[config.mk]
export PLATFORM = sky130hd
export DESIGN_NAME = quad_rr_arbiter
export DESIGN_NICKNAME = d
export VERILOG_FILES = /design/src/rtl/quad_rr_arbiter_pkg.sv /design/src/rtl/quad_rr_arbiter_mux.sv /design/src/rtl/quad_rr_arbiter.sv
export SDC_FILE = /design/constraint.sdc
export NUM_CORES = 1
export LEC_CHECK = 0
export CAP_MARGIN = 20
export CORE_ASPECT_RATIO = 0.8
export CORE_MARGIN = 10
export CORE_UTILIZATION = 31
export DETAILED_ROUTE_END_ITERATION = 10
export PLACE_DENSITY = 0.75
export SLEW_MARGIN = 20
export SYNTH_ARGS = -nofsm -noshare
export SYNTH_HDL_FRONTEND = slang
export SYNTH_HIERARCHICAL = 1
export SYNTH_SLANG_ARGS = --single-unit
export TNS_END_PERCENT = 50
[constraint.sdc]
create_clock -name clk -period 1.82 [get_ports clk]
set_input_delay 0.273 -clock clk [delete_from_list [all_inputs] [get_ports clk]]
set_output_delay 0.273 -clock clk [all_outputs]
set_load 0.02 [all_outputs]
[src/rtl/quad_rr_arbiter_pkg.sv]
// Shared constants and types for the quad round-robin arbiter.
// Requester count, data width, index type, pointer reset value and a one-hot helper.
package quad_rr_arbiter_pkg;

  localparam int REQ_N  = 4;
  localparam int DATA_W = 4;

  typedef logic [1:0] idx_t;

  // Pointer resets to 3 so that requester 0 is searched first.
  localparam idx_t PTR_RST = 2'd3;

  function automatic logic [REQ_N-1:0] onehot(input idx_t i);
    onehot = 4'b0001 << i;
  endfunction

endpackage

[src/rtl/quad_rr_arbiter_mux.sv]
// Quad 4-bit 4:1 data mux: S selects InA (0) through InD (3).
module quad_rr_arbiter_mux
  import quad_rr_arbiter_pkg::*;
(
  input  logic [DATA_W-1:0] InA,
  input  logic [DATA_W-1:0] InB,
  input  logic [DATA_W-1:0] InC,
  input  logic [DATA_W-1:0] InD,
  input  idx_t              S,
  output logic [DATA_W-1:0] Y
);

  // Select one requester's data by index.
  always_comb begin
    Y = InA;
    case (S)
      2'd0:    Y = InA;
      2'd1:    Y = InB;
      2'd2:    Y = InC;
      2'd3:    Y = InD;
      default: Y = InA;
    endcase
  end

endmodule

[src/rtl/quad_rr_arbiter.sv]
// Four-requester round-robin arbiter with a one-beat registered output stage.
// Optional grant locking is enabled by defining QUAD_ARB_LOCK_EN.
module quad_rr_arbiter
  import quad_rr_arbiter_pkg::*;
#(
  parameter int LOCK_MAX = 4
) (
  input  logic              clk,
  input  logic              rst_n,
  input  logic [REQ_N-1:0]  req,
  input  logic [REQ_N-1:0]  lock,
  input  logic [DATA_W-1:0] InA,
  input  logic [DATA_W-1:0] InB,
  input  logic [DATA_W-1:0] InC,
  input  logic [DATA_W-1:0] InD,
  output logic [REQ_N-1:0]  gnt,
  output logic              out_valid,
  input  logic              out_ready,
  output logic [DATA_W-1:0] out_data,
  output idx_t              out_src
);

  idx_t              r_ptr;
  logic              r_out_valid;
  logic [DATA_W-1:0] r_out_data;
  idx_t              r_out_src;

  logic              w_accept;
  logic              w_found;
  idx_t              w_rr_winner;
  idx_t              w_winner;
  logic [DATA_W-1:0] w_mux_data;

  // Gated by rst_n so that no grant is issued during reset cycles.
  assign w_accept = rst_n && (|req) && (!r_out_valid || out_ready);

  // Round-robin search starting just after the last winner.
  always_comb begin
    w_rr_winner = r_ptr;
    w_found     = 1'b0;
    for (int k = 1; k <= REQ_N; k++) begin
      idx_t cand;
      cand = r_ptr + idx_t'(k);
      if (!w_found && req[cand]) begin
        w_rr_winner = cand;
        w_found     = 1'b1;
      end else begin
        w_found     = w_found;
      end
    end
  end

`ifdef QUAD_ARB_LOCK_EN
  logic [3:0] r_lock_cnt;
  logic       w_lock_win;

  assign w_lock_win = req[r_ptr] && lock[r_ptr] && (r_lock_cnt < 4'(LOCK_MAX));
  assign w_winner   = w_lock_win ? r_ptr : w_rr_winner;

  // Count consecutive locked wins; any plain round-robin win clears it.
  always_ff @(posedge clk) begin
    if (!rst_n) begin
      r_lock_cnt <= 4'd0;
    end else if (w_accept) begin
      r_lock_cnt <= w_lock_win ? (r_lock_cnt + 4'd1) : 4'd0;
    end else begin
      r_lock_cnt <= r_lock_cnt;
    end
  end
`else
  logic w_unused_lock;

  assign w_unused_lock = ^{lock, 4'(LOCK_MAX)};
  assign w_winner      = w_rr_winner;
`endif

  // Grant is one-hot on the winner only when a beat is being accepted.
  always_comb begin
    if (w_accept) begin
      gnt = onehot(w_winner);
    end else begin
      gnt = 4'b0000;
    end
  end

  quad_rr_arbiter_mux u_mux (
    .InA (InA),
    .InB (InB),
    .InC (InC),
    .InD (InD),
    .S   (w_winner),
    .Y   (w_mux_data)
  );

  // Output stage and pointer: load on accept, clear valid on drain, else hold.
  always_ff @(posedge clk) begin
    if (!rst_n) begin
      r_out_valid <= 1'b0;
      r_out_data  <= 4'h0;
      r_out_src   <= 2'd0;
      r_ptr       <= PTR_RST;
    end else if (w_accept) begin
      r_out_valid <= 1'b1;
      r_out_data  <= w_mux_data;
      r_out_src   <= w_winner;
      r_ptr       <= w_winner;
    end else if (out_ready) begin
      r_out_valid <= 1'b0;
    end else begin
      r_out_valid <= r_out_valid;
    end
  end

  assign out_valid = r_out_valid;
  assign out_data  = r_out_data;
  assign out_src   = r_out_src;

endmodule

==> flow_summary.toml <==
[outcome]
status = "complete, but fails checks"
failed_checks = "negative setup slack"

[floorplanning]
num_rows = 13
core_um2 = 1680
dieArea_um2 = 3960
fp.dieW_um = 67.9
initial_core_util = 0.340
die_h_um = 58.3
ios = 38

[cts]
clock_path_buffers = 2
tritoncts.num_buffers = 3
clock_latency_ns = 0.27
clock-sinks = 9
cts_max_level = 1
cts_tree = "yes"
clk_pin_slew_ns = 0.06
root_buffer = "clkbuf_4"

[setup_path]
worst-path-stages = 7
r2r_end = "out_data[1]"
crit_required_ns = 1.55
r2r_slack_ns = -0.11
critical_path_class = "reg -> out"
r2r_cells = 9
path_buf_inv = 3
critPathMaxStageDelay_ns = 0.36
crit_slowest_cell = "dfxtp_4"
crit_fanout = 6
crit_chain = "or2b_1, a21oi_2, a311oi_2, buf_4, buf_6, nor3b_2, buf_4"
cp-start-kind = "flip-flop"
reg2reg_from = "r_ptr[1]"
crit_family = "buffers and inverters"
endpoint_kind = "output pin"
cp_common_cell = "buf_4"
crit_arrival_ns = 1.69

[final_layout]
ff_latch_area_um2 = 185
final-instance-count-excl-fill = 134
drive_gt1_frac = 0.420
multiInputGateArea_um2 = 390
antenna_cells = 0
fillers = 132
area_growth_pct = 96.9
nets = 140
final_util = 0.669

[power_and_ir_drop]
pwr-share-clk = 0.178
vdd_ir_drop_max_mv = 0.579
intPower_mw = 0.597
leakage_nw = 0.480
power_switching_mw = 0.293
comb_power_share = 0.536
pwr-share-seq = 0.286
power_density_nw_per_um2 = 794
sw_frac_of_total = 0.330

[hold_path]
min_delay_path_depth = 2
hp-class = "reg -> reg"
hold_start = "out_data[3]"
min_to = "out_data[3]"

[route]
wl_per_cell_um = 16.2
drt-initial-drc-count = 34
vias_per_cell = 5.18
postRouteAntennaNets = 0
firstDrtPassIters = 4
vias = 694
wl_um = 2170
drc = 0

[global_route]
gr-total-overflow = 0
grt_max_degree = 9
grt_antenna_before_repair = 0
grt_pass1_vias = 721
grt.total_usage = 0.107
grt_first_pass_wirelength_um = 3190

[synth]
yosysWarningCount = 6
syn_area_um2 = 569
async_flop_share = 0
yosysSeqAreaShare = 0.316
ys.flop_type = "dfxtp_1"
synthCells = 59
yosys-top-cells-area = "dfxtp_1 (32%), mux4_1 (18%), nand2_1 (6.6%), nand3_1 (5.3%), nand2b_1 (3.3%)"
ys_ff_latch = 9
ys_types = 26
yosysMostFrequentCell = "nand2_1"
synth_edf_count = 0
netlist.area_leader.share = 0.316
synth_top_area_cell = "dfxtp_1"
yosys-top-cells-count = "nand2_1 (10), dfxtp_1 (9), nand3_1 (6)"
avgSynthCellArea_um2 = 9.65
syn-num-nets = 86

[place]
dpl.cell_count = 121
gp_congestion = 0.758
hpwlAfterDp_um = 1510
port_buffers = 33

[sta]
fin_tns_setup_ns = -0.728
setup_slack_ns = -0.145
grt_setup_unrepaired = "yes"
relSlewSlack = 0.834
max_freq_ghz = 0.509
post-route-period-util = 1.08
period_minus_slack_ns = 1.97
worst_slew_pin_slew_ns = 0.249
whs_ns = 0.460
final_hold_viol_count = 0
finalSetupViolations = 8
clock_skew_ns = 0.00191
slew_viol_final = 0

[flow_run]
drv_cap = 0
[power groups by stage]
| stage | Combinational, mW | Clock [mW] | Sequential [mW] |
|---|---|---|---|
| 5_1_grt | 0.508 | 0.174 | 0.259 |
| 2_1_floorplan | 0.153 | 0 | 0.285 |
| 3_3_place_gp | 0.361 | 0 | 0.256 |
| 4_1_cts | 0.442 | 0.163 | 0.256 |
| 3_5_place_dp | 0.368 | 0 | 0.258 |
| 6_report | 0.477 | 0.158 | 0.255 |
[state kept, by name, summed over array words and instances, names as in the netlist]
register / flops
out_valid: 1
out_src: 2
r_ptr: 2
out_data: 4
[layout make-up]
class	instances	share of cell area
clock buffers	4	0.0234
flip-flops and latches	9	0.165
inverters	2	0.0134
well taps	22	0.0246
repair buffers	52	0.425
multi-input cells	45	0.348
[through the flow]
stage	total power [mW]	area [µm²]	setup WS, ns
floorplan	0.438	574	-0.0266
global placement	0.618	987	-0.721
detailed placement	0.626	987	-0.806
CTS	0.861	1100	-0.0968
global route	0.941	1120	-0.202
finish	0.890	1120	-0.145
[cells in the final DEF, fill, tap and decap left out, types with 2 or more instances in the layout]
cell,instances
mux4_2,4
dlygate4sd2_1,2
clkbuf_4,3
clkdlybuf4s50_1,25
nand3_1,5
buf_6,4
buf_4,19
nand2b_1,3
nor3b_2,2
and3_4,2
nand2_1,10
o21ai_1,2
dfxtp_1,7
[per-layer routing]
metal  routed length (µm)  up-vias  share of wire  global-route usage
met1                  751      340           0.35              0.0969
met2                 1150       30           0.53               0.191
li1                     -      322              -                   -
met3                  236        2           0.11              0.0681
met4                   29        0          0.013              0.0372
met5                    0        -              0                   0
[worst max-delay path by stage]
stage / slack [ns] / to / start
global placement: -0.72 / gnt[3] / req[1]
floorplan: -0.03 / gnt[0] / r_ptr[1]
CTS: -0.1 / out_data[3] / r_ptr[1]
detailed placement: -0.81 / gnt[3] / req[1]
finish: -0.15 / gnt[3] / r_ptr[1]
global route: -0.20 / gnt[3] / r_ptr[1]
[repair_timing]
item,CTS,global route
buffers inserted,8,1
pin swaps,4,5
gates resized for setup,46,8
setup endpoints to repair,8,8
hold buffers,0,0
[kinds of logic after synthesis]
group	Yosys count	share of synthesized area
multiplexers	4	0.185
buffers and inverters	5	0.0483
AND/OR/NAND/NOR	30	0.301
flip-flops	9	0.316
AO/OA/AOI/OAI	11	0.149
[worst register-to-register path: cells and delay by family, from the launching register on]
family | cells | cell delay, ns
muxes | 1 | 0.49
and+or+nand+nor | 3 | 0.38
buffers and inverters | 3 | 0.36
DFF | 1 | 0.36
AOI/OAI and AO/OA | 2 | 0.24
Power figures use the tool's default switching activity.
==> variant 1, RTL diff (same flow settings) <==
Build with the macro `QUAD_ARB_LOCK_EN` defined.
--- a/src/rtl/quad_rr_arbiter.sv
+++ b/src/rtl/quad_rr_arbiter.sv
@@ -2,2 +2,4 @@
 // Optional grant locking is enabled by defining QUAD_ARB_LOCK_EN.
+`define QUAD_ARB_LOCK_EN
+
 module quad_rr_arbiter
Check against the original RTL: not equivalent (Yosys sat finds a counterexample within 4 cycles, from zero or initial values and one cycle with rst_n low).
==> variant 1 against the original RTL <==
Total power rose by 82%. Sequential power rose by 44%. Sequential share of layout area fell by 1.2 points. Sequential cell count rose by 4. Synthesized area rose by 68%. The run still ends with setup timing left. Final area rose by 56%. Wire length rose by 75%. Setup slack got worse by 460 ps.
==> variant 1: results (changes against the original RTL) <==
OUTCOME
-------------------------------------------------------------------------------
Outcome                                                            finished with violations
Failing checks                                                     setup timing

FINISH
-------------------------------------------------------------------------------
Non-Clock Inverter Count                                                      3   +1
Post-layout net count                                                       213   +52%
Area of the multi-input gates                                          719 um^2   +84%
Filler Cell Count                                                           251   +90%
Count of sequential standard cells                                           13   +4
Layout non-clock buf frac                                                 37.6%   -4.9 points
Layout cells sized above 1                                                37.5%   -4.5 points

PLACEMENT
-------------------------------------------------------------------------------
Placement-stage cell area                                             1580 um^2   +60%
Half-perimeter wire length of the detailed placement result             2830 um   +87%

POWER AND IR DROP
-------------------------------------------------------------------------------
Clock network power share                                                 16.1%   -1.7 points
Max rail drop VDD                                                        608 uV   +5.0%
Static Leak                                                         0.000722 uW   +50%

CRITICAL PATH
-------------------------------------------------------------------------------
Critical Path AT                                                        2150 ps   +460 ps
Setup slack, reg-to-reg                                                 -590 ps   -480 ps
Launch point of the worst path                                         r_ptr[0]
Cell with the biggest individual delay on the critical path        sky130_fd_sc_hd__or4b_4
Endpoint of the most critical register-to-register path             out_data[0]

CLOCK NETWORK
-------------------------------------------------------------------------------
Cell at the root of the clock tree                                 sky130_fd_sc_hd__clkbuf_8

TIMING
-------------------------------------------------------------------------------
Worst-Margin Slew                                                        289 ps   +40.4 ps
Total of endpoints with negative setup slack in the final report             12   +4
Final Skew                                                              1.82 ps   -0.0911 ps
Minimum setup slack in the final design                                 -604 ps   -458 ps

ROUTING
-------------------------------------------------------------------------------
Average detailed-routed wire length per instance                        17.1 um   +5.9%
Detailed Route Iter0 Violations                                              81   +140%
First-pass iteration count of the detailed router                             6   +2

SYNTHESIS
-------------------------------------------------------------------------------
Sequential area share after synthesis                                     27.2%   -4.5 points
Main area contributors after synthesis                             sky130_fd_sc_hd__dfxtp_1, sky130_fd_sc_hd__mux4_1, sky130_fd_sc_hd__a21oi_1

GLOBAL ROUTING
-------------------------------------------------------------------------------
M2 GR Usage                                                               21.6%   +2.4 points
Wire length of the first global-routing pass                            6100 um   +91%
GR Util met3                                                              4.65%   -2.2 points
Met1 Use GR                                                               16.2%   +6.5 points

## variant 1: cell count changes in the layout (fill, tap and decap cells not counted), moves of 5 or more
cell	delta
sky130_fd_sc_hd__a21oi_1	+7
sky130_fd_sc_hd__nor2_1	+8
sky130_fd_sc_hd__buf_4	+14
sky130_fd_sc_hd__nor3b_1	+5
## variant 1: repair_timing
item / in CTS / in global routing
resized for setup: 34 / 18
pin swaps: 7 / 8
setup endpoints to repair: 15 / 15
hold endpoints to repair: 0 / 0
buffers inserted: 4 / 5
## variant 1: how the worst max path moves through the flow
stage	to	slack (ps)	cells past startpoint
6_report	gnt[1]	-600	7
5_1_grt	out_data[2]	-700	10
3_5_place_dp	gnt[0]	-1200	9
3_3_place_gp	gnt[1]	-1180	8
2_1_floorplan	gnt[1]	-310	6
4_1_cts	gnt[1]	-590	7
## variant 1: stage by stage
stage | cells | worst slack, ps | power [uW] | TNS, ps | util (%)
floorplan | 114 | -315 | 891 | -2330 | -
global placement | 209 | -1180 | 1180 | -10820 | 55.4
detailed placement | 209 | -1200 | 1210 | -11030 | 55.4
CTS | 217 | -594 | 1530 | -4630 | 58.5
global route | 222 | -697 | 1720 | -6300 | 61.4
finish | 222 | -604 | 1620 | -5220 | 61.4
## variant 1: kinds of logic (layout without fill, tap and decap cells)
family / count (synthesis) / count (layout) / synth area share [%]
AO/OA/AOI/OAI: 31 / 31 / 19.8
XOR/XNOR: 1 / 1 / 0.914
adder cells (fa/ha/maj): 1 / 1 / 1.31
buffers and inverters: 11 / 81 / 6.14
flip-flops: 13 / 13 / 27.2
multiplexers: 6 / 6 / 13.2
AND/OR/NAND/NOR: 51 / 51 / 31.5
## variant 1: layer usage
metal | up-vias | routed length [um]
met2 | 49 | 1870
met1 | 581 | 1620
met3 | 5 | 273
li1 | 574 | -
met5 | - | 0
met4 | 0 | 39
==> variant 2, RTL diff (config.mk and constraints unchanged) <==
Made on the original files. Change the package constant `REQ_N` from 4 to 8.
--- a/src/rtl/quad_rr_arbiter_pkg.sv
+++ b/src/rtl/quad_rr_arbiter_pkg.sv
@@ -4,3 +4,3 @@
 
-  localparam int REQ_N  = 4;
+  localparam int REQ_N  = 8;
   localparam int DATA_W = 4;
Interface: changed (resized gnt, lock and req); port bits go from 38 to 50. No check against the original RTL was run, so the function may have changed too.
==> variant 2 against the original RTL <==
Setup slack gained 200 ps. Wire length shrank 6.0%. Sequential cell count is the same. Synthesized area grew 25%. Register-to-register slack gained 170 ps. Final area grew 16%. Die area grew 17%. Total power shrank 15%. Synthesized cell count grew 15%. Maximum frequency grew 11%. Non-clock buffer count grew 7. Via count grew 3.5%. Count of clock-buffer cells in the layout is the same. Critical endpoint is now out_data[2].
==> variant 2: results (changes against the original RTL) <==
CRITICAL PATH
---------------------------------------------------------------------------------
Max stage delay on crit path                                               550 ps   +190 ps
Cell with the biggest individual delay on the critical path          sky130_fd_sc_hd__mux4_1
CP Capture Point                                                      out_data[2]
Launch point of the worst path                                             req[2]
Worst reg2reg path depth                                                        8   -1
Setup slack, reg-to-reg                                                     60 ps   +170 ps
Origin of the critical flop-to-flop path                                 r_ptr[0]
Critical Path AT                                                          1930 ps   +240 ps
Largest fanout on the critical path                                             4   -2

TIMING
---------------------------------------------------------------------------------
Final Skew                                                                1.69 ps   -0.224 ps
Post-route fraction of the period consumed by the critical path             97.2%   -11 points

ROUTING
---------------------------------------------------------------------------------
First-pass iteration count of the detailed router                               2   -2
Total detailed-routing wirelength                                         2040 um   -6.0%
Total number of vias                                                          718   +3.5%
Detailed Route Iter0 Violations                                                 7   -79%

FINISH
---------------------------------------------------------------------------------
Non-filler cells in the finished layout                                       154   +15%
Layout cells sized above 1                                                  45.7%   +3.8 points
Post-layout net count                                                         165   +18%
Filler Cell Count                                                             203   +54%

WORST HOLD PATH
---------------------------------------------------------------------------------
Hold Path Cell Cnt                                                              2   unchanged
Worst hold path class                                                flip-flop to flip-flop

SYNTHESIS
---------------------------------------------------------------------------------
Number of unique standard cell types used by synthesis                         27   +3.8%
Leading post-synthesis cells by instance count                       sky130_fd_sc_hd__nand2_1, sky130_fd_sc_hd__dfxtp_1, sky130_fd_sc_hd__a21boi_2, sky130_fd_sc_hd__buf_4, sky130_fd_sc_hd__mux4_1
Post-synthesis async set-or-reset flop share                                   0%   unchanged
Sequential area share after synthesis                                       25.3%   -6.3 points
Main area contributors after synthesis                               sky130_fd_sc_hd__dfxtp_1, sky130_fd_sc_hd__mux4_1, sky130_fd_sc_hd__a21boi_2
Synthesized instance count                                                     68   +15%
Ys Warns                                                                        6   unchanged

PLACEMENT
---------------------------------------------------------------------------------
Port buffer count                                                              37   +12%
Half-perimeter wire length of the detailed placement result               1780 um   +17%
Final RePlAce weighted congestion                                           0.738   -2.8%
Post-Place Setup Slack                                                    -591 ps   +214 ps

CLOCK NETWORK
---------------------------------------------------------------------------------
Cell at the root of the clock tree                                   sky130_fd_sc_hd__clkbuf_4
Source-to-sink clock delay at the later pin of the worst-skew pair         260 ps
Number of buffers inserted during clock tree synthesis                          3   unchanged

GLOBAL ROUTING
---------------------------------------------------------------------------------
Number of global-route vias before repair                                     774   +7.4%
Wire length of the first global-routing pass                              3440 um   +7.6%
Maximum number of pins on one net before global-route repair                   10   +1
Global router's overall resource usage                                      8.93%   -1.8 points
Antenna violations before repair                                                0   unchanged

POWER AND IR DROP
---------------------------------------------------------------------------------
Static Leak                                                           0.000544 uW   +13%
Max rail drop VDD                                                          417 uV   -28%

OUTCOME
---------------------------------------------------------------------------------
Outcome                                                              finished clean

variant 2: changes by cell type in the layout (fill, tap and decap cells not counted), sizes merged, moves of 4 or more:
| cell | delta |
|---|---|
| nand3 | -6 |
| a21boi | +5 |
| clkdlybuf4s50 | +4 |
| conb | +4 |
| nor3 | +4 |
variant 2: metal layers:
| layer | share of wire [%] | global-route usage, % | vias to the layer above |
|---|---|---|---|
| met3 | 15 | 6.67 | 0 |
| met2 | 45 | 13.6 | 36 |
| met1 | 40 | 9.54 | 320 |
| li1 | - | - | 362 |
| met4 | 0 | 2.09 | 0 |
| met5 | 0 | 0 | - |
variant 2: worst min-delay path by stage:
stage | start | endpoint | slack [ps]
detailed placement | out_data[1] | out_data[1] | 460
finish | out_data[1] | out_data[1] | 460
floorplan | req[7] | out_valid | 470
global route | out_data[1] | out_data[1] | 480
CTS | out_data[1] | out_data[1] | 470
global placement | out_data[1] | out_data[1] | 460
variant 2: worst max-delay path: cells and delay by family:
family                 cells  cell delay, ps
buffers and inverters      4             640
muxes                      1             550
and+or+nand+nor            3             410
AOI/OAI and AO/OA          1              40
variant 2: area by class of cell:
cell class | count | area share [%]
Tap cell | 25 | 2.42
Inverter | 3 | 0.870
Clock buffer | 4 | 2.03
Multi-Input combinational cell | 54 | 41.1
Timing Repair Buffer | 59 | 39.4
Sequential cell | 9 | 14.2
variant 2: logic make-up (layout without fill, tap and decap cells):
logic type | Yosys count | count (layout) | share of synthesized area [%]
simple gates | 29 | 29 | 30.6
buf+inv | 8 | 66 | 6.33
other cells | 1 | 4 | 0.527
compound gates | 17 | 17 | 22.5
mux | 4 | 4 | 14.8
flops | 9 | 9 | 25.3
variant 2: what timing repair did:
action | CTS | global route
cloned | 0 | 0
gates resized for setup | 27 | 10
setup buffers | 2 | 1
hold buffers | 0 | 0
setup endpoints to repair | 8 | 8
pin swaps | 5 | 5
variant 2: power by group:
| group | internal, uW | leakage [uW] | switching [uW] | total, uW |
|---|---|---|---|---|
| clock network | 84.7 | 0.0000150 | 72.9 | 158 |
| logic | 206 | 0.000454 | 158 | 364 |
| registers | 219 | 0.0000750 | 14.3 | 234 |
| total | 510 | 0.000544 | 246 | 755 |
variant 2: metrics by stage:
step	instance area, um^2	util (%)
3_5_place_dp	1230	56.7
6_report	1290	59.5
2_1_floorplan	723	-
4_1_cts	1280	59.0
5_1_grt	1290	59.5
3_3_place_gp	1230	56.7
